--- src/rtl/multicycle_core.sv ---
// Multi-cycle 16-bit-instruction core: FETCH/DECODE/EXEC/MEM/WB sequencing with
// req/ack memory handshakes, run/step control and an 8-entry register file (r0 = 0).
//
// state   | meaning
// IDLE    | waiting for run level or a new step pulse
// FETCH   | imem_req held until imem_ack, IR latched
// DECODE  | operand registers loaded from the register file
// EXEC    | ALU/address/branch; BEQ, NOP and HALT retire here
// MEM     | dmem_req held until dmem_ack; SW retires here
// WB      | register write, pc+1, retire
// HALTED  | parked until reset
module multicycle_core #(
  parameter int DATA_W = 16,
  parameter int PC_W   = 9,
  parameter int RET_W  = 32
) (
  input  logic              clk,
  input  logic              reset,
  input  logic              run,
  input  logic              step,
  output logic              imem_req,
  output logic [PC_W-1:0]   imem_addr,
  input  logic              imem_ack,
  input  logic [15:0]       imem_rdata,
  output logic              dmem_req,
  output logic              dmem_we,
  output logic [DATA_W-1:0] dmem_addr,
  output logic [DATA_W-1:0] dmem_wdata,
  input  logic              dmem_ack,
  input  logic [DATA_W-1:0] dmem_rdata,
  output logic [PC_W-1:0]   pc,
  output logic              halted,
  output logic              ovf,
  output logic              take_branch,
  output logic              retired,
  output logic [RET_W-1:0]  retire_count,
  output logic [DATA_W-1:0] wb_data
);

  typedef enum logic [2:0] {
    S_IDLE, S_FETCH, S_DECODE, S_EXEC, S_MEM, S_WB, S_HALTED
  } state_t;

  localparam logic [3:0] OP_ADD  = 4'd0;
  localparam logic [3:0] OP_SUB  = 4'd1;
  localparam logic [3:0] OP_AND  = 4'd2;
  localparam logic [3:0] OP_OR   = 4'd3;
  localparam logic [3:0] OP_ADDI = 4'd4;
  localparam logic [3:0] OP_LW   = 4'd5;
  localparam logic [3:0] OP_SW   = 4'd6;
  localparam logic [3:0] OP_BEQ  = 4'd7;
  localparam logic [3:0] OP_SLT  = 4'd8;
  localparam logic [3:0] OP_HALT = 4'd15;

  state_t              state, state_n;
  logic [15:0]         ir;
  logic [DATA_W-1:0]   regs [8];
  logic [DATA_W-1:0]   a_q, b_q, d_q, res_q, addr_q;
  logic [PC_W-1:0]     pc_r;
  logic                halted_r, ovf_r, tb_r, step_q;
  logic [RET_W-1:0]    ret_cnt;
  logic [DATA_W-1:0]   wb_r;

  logic [3:0]          op;
  logic [2:0]          rd, rs1, rs2;
  logic [DATA_W-1:0]   imm;
  logic [PC_W-1:0]     pc_imm, pc_inc;
  logic                is_nop, step_rise, retire;
  logic [DATA_W-1:0]   alu_res, sum_ab, dif_ab, sum_ai;
  logic                ovf_c;

  assign op      = ir[15:12];
  assign rd      = ir[11:9];
  assign rs1     = ir[8:6];
  assign rs2     = ir[5:3];
  assign imm     = {{(DATA_W-6){ir[5]}}, ir[5:0]};
  assign pc_imm  = {{(PC_W-6){ir[5]}}, ir[5:0]};
  assign pc_inc  = pc_r + PC_W'(1);
  assign is_nop  = (op >= 4'd9) && (op <= 4'd14);
  // step acts on its rising edge so a held step cannot chain instructions
  assign step_rise = step & ~step_q;

  assign sum_ab = a_q + b_q;
  assign dif_ab = a_q - b_q;
  assign sum_ai = a_q + imm;

  always_comb begin
    alu_res = sum_ab;
    ovf_c   = 1'b0;
    case (op)
      OP_ADD: begin
        alu_res = sum_ab;
        ovf_c   = (a_q[DATA_W-1] == b_q[DATA_W-1]) && (sum_ab[DATA_W-1] != a_q[DATA_W-1]);
      end
      OP_SUB: begin
        alu_res = dif_ab;
        ovf_c   = (a_q[DATA_W-1] != b_q[DATA_W-1]) && (dif_ab[DATA_W-1] != a_q[DATA_W-1]);
      end
      OP_AND:  alu_res = a_q & b_q;
      OP_OR:   alu_res = a_q | b_q;
      OP_SLT:  alu_res = {{(DATA_W-1){1'b0}}, ($signed(a_q) < $signed(b_q))};
      OP_ADDI: begin
        alu_res = sum_ai;
        ovf_c   = (a_q[DATA_W-1] == imm[DATA_W-1]) && (sum_ai[DATA_W-1] != a_q[DATA_W-1]);
      end
      default: alu_res = sum_ai;
    endcase
  end

  always_ff @(posedge clk or negedge reset) begin
    if (!reset) state <= S_IDLE;
    else        state <= state_n;
  end

  always_comb begin
    state_n = state;
    retire  = 1'b0;
    case (state)
      S_IDLE:   if (run || step_rise) state_n = S_FETCH;
      S_FETCH:  if (imem_ack) state_n = S_DECODE;
      S_DECODE: state_n = S_EXEC;
      S_EXEC: begin
        if (op == OP_LW || op == OP_SW) begin
          state_n = S_MEM;
        end else if (op == OP_HALT) begin
          state_n = S_HALTED;
          retire  = 1'b1;
        end else if (op == OP_BEQ || is_nop) begin
          state_n = run ? S_FETCH : S_IDLE;
          retire  = 1'b1;
        end else begin
          state_n = S_WB;
        end
      end
      S_MEM: begin
        if (dmem_ack) begin
          if (op == OP_SW) begin
            state_n = run ? S_FETCH : S_IDLE;
            retire  = 1'b1;
          end else begin
            state_n = S_WB;
          end
        end
      end
      S_WB: begin
        state_n = run ? S_FETCH : S_IDLE;
        retire  = 1'b1;
      end
      S_HALTED: state_n = S_HALTED;
      default:  state_n = S_IDLE;
    endcase
  end

  always_ff @(posedge clk or negedge reset) begin
    if (!reset) begin
      ir       <= '0;
      a_q      <= '0;
      b_q      <= '0;
      d_q      <= '0;
      res_q    <= '0;
      addr_q   <= '0;
      pc_r     <= '0;
      halted_r <= 1'b0;
      ovf_r    <= 1'b0;
      tb_r     <= 1'b0;
      step_q   <= 1'b0;
      ret_cnt  <= '0;
      wb_r     <= '0;
      for (int i = 0; i < 8; i++) regs[i] <= '0;
    end else begin
      step_q <= step;
      if (retire) ret_cnt <= ret_cnt + RET_W'(1);
      case (state)
        S_FETCH: if (imem_ack) ir <= imem_rdata;
        S_DECODE: begin
          a_q <= regs[rs1];
          b_q <= regs[rs2];
          d_q <= regs[rd];
        end
        S_EXEC: begin
          res_q  <= alu_res;
          addr_q <= sum_ai;
          if (op == OP_ADD || op == OP_SUB || op == OP_ADDI) ovf_r <= ovf_c;
          if (op == OP_BEQ) begin
            tb_r <= (d_q == a_q);
            pc_r <= (d_q == a_q) ? pc_inc + pc_imm : pc_inc;
          end
          if (is_nop) pc_r <= pc_inc;
          if (op == OP_HALT) halted_r <= 1'b1;
        end
        S_MEM: begin
          if (dmem_ack && op == OP_LW) res_q <= dmem_rdata;
          if (dmem_ack && op == OP_SW) pc_r <= pc_inc;
        end
        S_WB: begin
          if (rd != 3'd0) regs[rd] <= res_q;
          wb_r <= res_q;
          pc_r <= pc_inc;
        end
        default: ;
      endcase
    end
  end

  assign imem_req     = (state == S_FETCH);
  assign imem_addr    = pc_r;
  assign dmem_req     = (state == S_MEM);
  assign dmem_we      = (state == S_MEM) && (op == OP_SW);
  assign dmem_addr    = dmem_req ? addr_q : '0;
  assign dmem_wdata   = dmem_we ? d_q : '0;
  assign pc           = pc_r;
  assign halted       = halted_r;
  assign ovf          = ovf_r;
  assign take_branch  = tb_r;
  assign retired      = retire;
  assign retire_count = ret_cnt;
  assign wb_data      = wb_r;

endmodule

--- config.mk ---
export PLATFORM = sky130hd
export DESIGN_NAME = multicycle_core
export DESIGN_NICKNAME = d
export VERILOG_FILES = /design/src/rtl/multicycle_core.sv
export SDC_FILE = /design/constraint.sdc
export NUM_CORES = 1
export LEC_CHECK = 0
export ABC_AREA = 1
export BUFFER_PORTS_ARGS = -buffer_cell sky130_fd_sc_hd__buf_2
export CAP_MARGIN = 20
export CORE_MARGIN = 2
export CORE_UTILIZATION = 60
export CTS_BUF_LIST = sky130_fd_sc_hd__clkbuf_2
export CTS_CLUSTER_DIAMETER = 120
export DETAILED_ROUTE_END_ITERATION = 6
export PLACE_DENSITY = 0.9
export SKIP_LAST_GASP = 1
export SLEW_MARGIN = 10
export SYNTH_ARGS = -nofsm -noshare
export SYNTH_HDL_FRONTEND = slang
export SYNTH_SLANG_ARGS = --single-unit
export TNS_END_PERCENT = 50
--- constraint.sdc ---
create_clock -name clk -period 3.6 [get_ports clk]
set_clock_uncertainty 0.1 [all_clocks]
set_input_delay 0.72 -clock clk [delete_from_list [all_inputs] [get_ports clk]]
set_output_delay 0.72 -clock clk [all_outputs]
set_load 0.1 [all_outputs]
==> results of run 1 <==
[flip-flops by register name (all words and copies together) (netlist names), 3 cells and up]
| signal | flops |
|---|---|
| d_q | 16 |
| a_q | 16 |
| regs | 128 |
| b_q | 16 |
| retire_count | 32 |
| state | 3 |
| imem_addr | 9 |
| ir | 16 |
| res_q | 16 |
| addr_q | 16 |
| wb_data | 16 |
[power groups by stage]
| stage | combinational [uW] | sequential [uW] | clock, uW |
|---|---|---|---|
| 2_1_floorplan | 7630 | 6180 | 0 |
| 3_3_place_gp | 11900 | 5460 | 0 |
| 3_5_place_dp | 12000 | 5520 | 0 |
| 4_1_cts | 12100 | 5460 | 2550 |
| 5_1_grt | 13600 | 5630 | 2710 |
| 6_report | 12600 | 5540 | 2530 |
[worst max-delay path: stages, from the launching register on]
cell,delay (ps)
dfrtp_2,470
nor2_4,190
nand2_2,140
buf_4,300
nor2_1,150
buf_2,440
[logic make-up after synthesis]
family,after synthesis,synth area share
XOR/XNOR,60,0.0281
multiplexers,9,0.00541
AND/OR/NAND/NOR,995,0.223
AO/OA/AOI/OAI,687,0.204
buffers and inverters,465,0.0965
adder cells (fa/ha/maj),85,0.0584
flip-flops,288,0.385
[per-layer routing]
layer,wire length [um],up-vias,part of all wire
met2,30000,1412,0.43
met1,26100,9268,0.38
met3,8960,336,0.13
met5,10,-,0.00014
met4,4240,2,0.061
li1,-,8906,-
[synth_stat cells, drive strengths merged (7+ instances only)]
cell | number | area share
xnor2 | 17 | 0.0080
nor2 | 190 | 0.039
o22ai | 16 | 0.0053
mux2 | 9 | 0.0054
or2 | 8 | 0.0027
nor4 | 10 | 0.0033
buf | 38 | 0.011
ha | 81 | 0.054
o21ai | 354 | 0.095
o221ai | 25 | 0.012
a22oi | 8 | 0.0032
a21oi | 202 | 0.054
o211ai | 24 | 0.0096
dfrtp | 288 | 0.38
nand3 | 128 | 0.035
xor2 | 43 | 0.020
nand4 | 28 | 0.0094
nor3 | 29 | 0.0092
clkbuf | 109 | 0.022
inv | 313 | 0.063
a221oi | 19 | 0.0089
nand2 | 589 | 0.12
nand3b | 10 | 0.0040
a32oi | 7 | 0.0033
[final timing paths]
path	cells past startpoint	endpoint	startpoint
max	5	dmem_addr[15]	state[1]
min	5	res_q[8]	dmem_rdata[8]
max reg2reg	10	res_q[3]	a_q[1]
min reg2reg	0	regs[117]	regs[117]
max in group asynchronous	3	a_q[14]	reset
min in group asynchronous	2	imem_addr[2]	reset
[timing repair]
item                       4_1_cts  5_1_grt
hold endpoints to repair       106        0
cloned                           0        1
hold buffers                    28        0
gates resized for setup          5       22
pin swaps                        0        1
setup buffers                    1        6
setup endpoints to repair       32       32
[stage by stage]
stage | setup WS, ps | std cells | setup TNS (ps)
floorplan | -223 | 2589 | -2340
finish | 55.0 | 3201 | 0
global placement | 787 | 3025 | 0
CTS | 6.22 | 3192 | 0
detailed placement | 763 | 3025 | 0
global route | -65.0 | 3201 | -300
[area by class of cell]
type | instances | share of cell area
diodes | 2 | 0.000236
clock buffers | 114 | 0.0269
clock inverters | 24 | 0.00815
inverters | 318 | 0.0565
multi-input cells | 1837 | 0.460
flip-flops and latches | 288 | 0.341
well taps | 396 | 0.0234
repair buffers | 222 | 0.0838
==> flow_metrics.tcl, run 1 <==
set metrics [dict create \
    grt_max_degree 130 \
    layout_commonest_cell "nand2_1" \
    min_period_ps 3540 \
    p_int_uw 8750 \
    wire_per_inst_um 21.7 \
    violations "DRC" \
    max_slew_margin 0.331 \
    syn_to_final_growth_pct 13.1 \
    initial_utilization 0.611 \
    multi_input_area_um2 9750 \
    numPortBuffers 142 \
    period_share 0.985 \
    startpoint_type "flip-flop" \
    netlist_instances 2589 \
    clockBufferDepth 3 \
    first_iter_violations 2577 \
    synth_fp_nets 2712 \
    leakagePower_uw 0.0105 \
    gp_congestion 1.04 \
    combPwrFrac 0.609 \
    met2_usage 0.622 \
    grt.busiest_layer "met2" \
    ys_seq_area_frac 0.385 \
    grt_use_met3 0.106 \
    path_max_fanout 45 \
    endpoint_kind "output port" \
    synthDistinctLibCells 51 \
    worst-setup-path-type "flip-flop to output port" \
    cp.required_ps 2780 \
    die_w_um 181 \
    netlist_area_um2 18700 \
    drc 12 \
    drt-vias-per-instance 6.22 \
    hold_violations 0 \
    worst_hold_slack_ps 86.1 \
    hold_path.class "primary input to flip-flop" \
    wirelength_um 69300 \
    cts_made_buffers 78 \
    die_h_um 181 \
    maxCapViolCount 0 \
    synth_flop_cell "dfrtp_1" \
    grt.total_usage 0.420 \
    antenna_found_initial 3 \
    ys_ff_latch 288 \
    synth.yosys.warnings 0 \
    synth_edf_count 0 \
    drt_pass1_iterations 7 \
    grt.overflow.total 0 \
    fin_util 0.691 \
    clkPwrFrac 0.122 \
    place_area_um2 20000 \
    powerDensity_nw_per_um2 976 \
    fmax_ghz 0.282 \
    cts.sinks 288 \
    drive_gt1_frac 0.131 \
    fill_cells 2621 \
    setup_viol 0 \
    placementRows 64 \
    ir_drop_v 0.000910 \
    grt_pass1_vias 18984 \
    clkSlewWorstSetupHoldPaths_ps 130 \
    num_vias 19924 \
    clock-root-buffer "clkbuf_2" \
    status "finished with violations" \
    register_area_um2 7220 \
    reg2reg_slack_ps 530 \
    pin_count 143 \
    cts_tree "built" \
    arrival_ps 2720 \
    grt_setup_unrepaired "yes" \
    clkLatencyLatePin_ps 1010 \
    ant_nets 0 \
    worstMarginPinSlew_ps 1000 \
    met1_usage 0.556 \
    p_total_uw 20700 \
    core_area_um2 30700 \
    dp_hpwl_um 48800 \
    grt_pass1_wl_um 107000 \
    async_flop_share 1.00 \
    h-tree-depth 3 \
    final_area_um2 21200 \
    final_cell_mix "nand2_1, o21ai_0, inv_1" \
    seq_power_share 0.268 \
    layout.nets 2868 \
    dieArea_um2 32600 \
    p_switching_uw 11900 \
    syn_area_per_cell_um2 7.23 \
    switching_share 0.577 \
    drv_slew 0 \
]
No activity file was read; power rests on OpenSTA's default activity.
==> inputs of run 2 (changes only) <==
--- a/config.mk
+++ b/config.mk
@@ -6,14 +6,17 @@
 export NUM_CORES = 1
 export LEC_CHECK = 0
 export ABC_AREA = 1
+export ABC_CLOCK_PERIOD_IN_PS = 3600
 export BUFFER_PORTS_ARGS = -buffer_cell sky130_fd_sc_hd__buf_2
 export CAP_MARGIN = 20
+export CORE_ASPECT_RATIO = 0.8
 export CORE_MARGIN = 2
 export CORE_UTILIZATION = 60
 export CTS_BUF_LIST = sky130_fd_sc_hd__clkbuf_2
 export CTS_CLUSTER_DIAMETER = 120
 export DETAILED_ROUTE_END_ITERATION = 6
 export PLACE_DENSITY = 0.9
+export SKIP_CTS_REPAIR_TIMING = 1
 export SKIP_LAST_GASP = 1
 export SLEW_MARGIN = 10
 export SYNTH_ARGS = -nofsm -noshare
==> run 2 against run 1 <==
- the flow still finishes with violations (DRC)
- global-route usage shrank 1.3 points
- fmax grew 0.19%
- final cell count shrank 0.69%
- design area shrank 1.8%
- combinational power is essentially flat
- critical path depth grew 3
- hold slack lost 68 ps
- largest cell class unchanged
- largest power group unchanged
==> flow_metrics.tcl, run 2 (synthesis results as in run 1) <==
set metrics [dict create \
    cp_cell_sequence "inv_2 > nor2_4 > nand2_8 > nor2_4 > clkinvlp_4 > buf_12 > nor2_1 > buf_12" \
    r2r_cells 11 \
    first_iter_violations 2741 \
    reg2reg_slack_ps 430 \
    min_period_ps 3540 \
    grt.overflow.total 0 \
    largest_register "regs" \
    die_h_um 162 \
    ir_drop_v 0.000545 \
    syn_to_final_growth_pct 11.1 \
    clock-root-buffer "clkbuf_2" \
    ant_nets 0 \
    critPathMaxStageDelay_ps 460 \
    drive_gt1_frac 0.124 \
    maxCapViolCount 0 \
    pin_count 143 \
    grt_max_degree 107 \
    violations "DRC" \
    clkSlewWorstSetupHoldPaths_ps 120 \
    clockBufferDepth 3 \
    period_share 0.983 \
    endpoint_kind "output port" \
    stdcell_count 3179 \
    clkLatencyLatePin_ps 930 \
    cp.required_ps 2780 \
    wire_per_inst_um 21.2 \
    cts_made_buffers 73 \
    h-tree-depth 3 \
    grt_pass1_vias 18484 \
    grt.total_usage 0.407 \
    placementRows 57 \
    powerDensity_nw_per_um2 976 \
    arrival_ps 2720 \
    dieArea_um2 32600 \
    drt-vias-per-instance 6.17 \
    worst-setup-path-type "flip-flop to output port" \
    r2r-end "res_q[9]" \
    wirelength_um 67500 \
    final_cell_mix "nand2_1, o21ai_0, inv_1" \
    fin_util 0.681 \
    initial_utilization 0.613 \
    drt_pass1_iterations 7 \
    drc 9 \
    critPathSlowestCell "dfrtp_2" \
    antenna_found_initial 1 \
    worstHoldStart "imem_rdata[15]" \
    fin_setup_tns_ps 0 \
    dp_slack_ps 702 \
    setup_viol 0 \
    startpoint_type "flip-flop" \
    worstMarginPinSlew_ps 1000 \
    layout.nets 2845 \
    fmax_ghz 0.283 \
    leakagePower_uw 0.0103 \
    grt_pass1_wl_um 103000 \
    cts_tree "built" \
    drv_slew 0 \
    cts.sinks 288 \
    grt_setup_unrepaired "yes" \
    hold_path_end "ir[15]" \
    status "finished with violations" \
    core_area_um2 30500 \
    dp.cells 3043 \
    fin_ws_ps 61.9 \
    path_max_fanout 21 \
    gp_congestion 1.03 \
    dp_hpwl_um 48300 \
    num_vias 19603 \
    timing.rr.start "ir[5]" \
    hold_violations 0 \
    numPortBuffers 142 \
    layout_commonest_cell "nand2_1" \
    largest_reg_flops 128 \
    max_slew_margin 0.333 \
    die_w_um 202 \
    hold_path.class "primary input to flip-flop" \
    holdPathStages 3 \
]
-- run 2: cell count changes in the layout (fill, tap and decap cells not counted), sizes merged --
cell / before / now
diode: 2 / 1
clkbuf: 124 / 97
dlygate4sd3: 28 / 16
bufinv: 2 / 0
clkinv: 24 / 21
clkinvlp: 2 / 3
buf: 184 / 189
nand3: 129 / 128
inv: 314 / 315
-- run 2: metrics by stage --
stage               total power [uW]  hold WS (ps)  cell area (um^2)
detailed placement             17600           306             20000
global route                   21500          3.19             20800
CTS                            19700          -291             20600
global placement               17300           299             20000
floorplan                      13800           324             18700
finish                         20300          17.7             20800
-- run 2: routing by layer --
layer  part of all wire  global-route usage  vias up
met1               0.40               0.562     9037
li1                   -                   -     8850
met4              0.057               0.222        0
met2               0.41               0.567     1436
met5                  0                   0        -
met3               0.14               0.133      280
-- run 2: layout make-up --
cell class                      count  area [um^2]
Tap cell                          413          517
Inverter                          318         1200
Sequential cell                   288         7220
Fill cell                        2644         9720
Multi-Input combinational cell   1836         9750
Antenna cell                        1         2.50
Clock inverter                     21         91.3
Timing Repair Buffer              205         1540
Clock buffer                       97          485
-- run 2: worst max-delay path: cells and delay by family, from the launching register on --
family,cells,cell delay (ps)
buffers and inverters,4,590
flip-flops,1,460
AND/OR/NAND/NOR,4,730
-- run 2: worst max path at each step --
stage,startpoint,end,slack (ps),cells after the start
detailed placement,state[2],dmem_wdata[7],700,7
CTS,state[2],dmem_wdata[7],-300,7
floorplan,ir[15],dmem_wdata[10],-220,7
global route,state[2],dmem_wdata[9],-30,8
global placement,ir[5],res_q[10],610,10
finish,state[2],dmem_wdata[9],60,8
-- run 2: power by group --
group          total [uW]  internal [uW]  switching [uW]
Sequential           5630           4310            1320
Clock                2110            727            1380
Combinational       12500           3340            9210
Total               20300           8370           11900
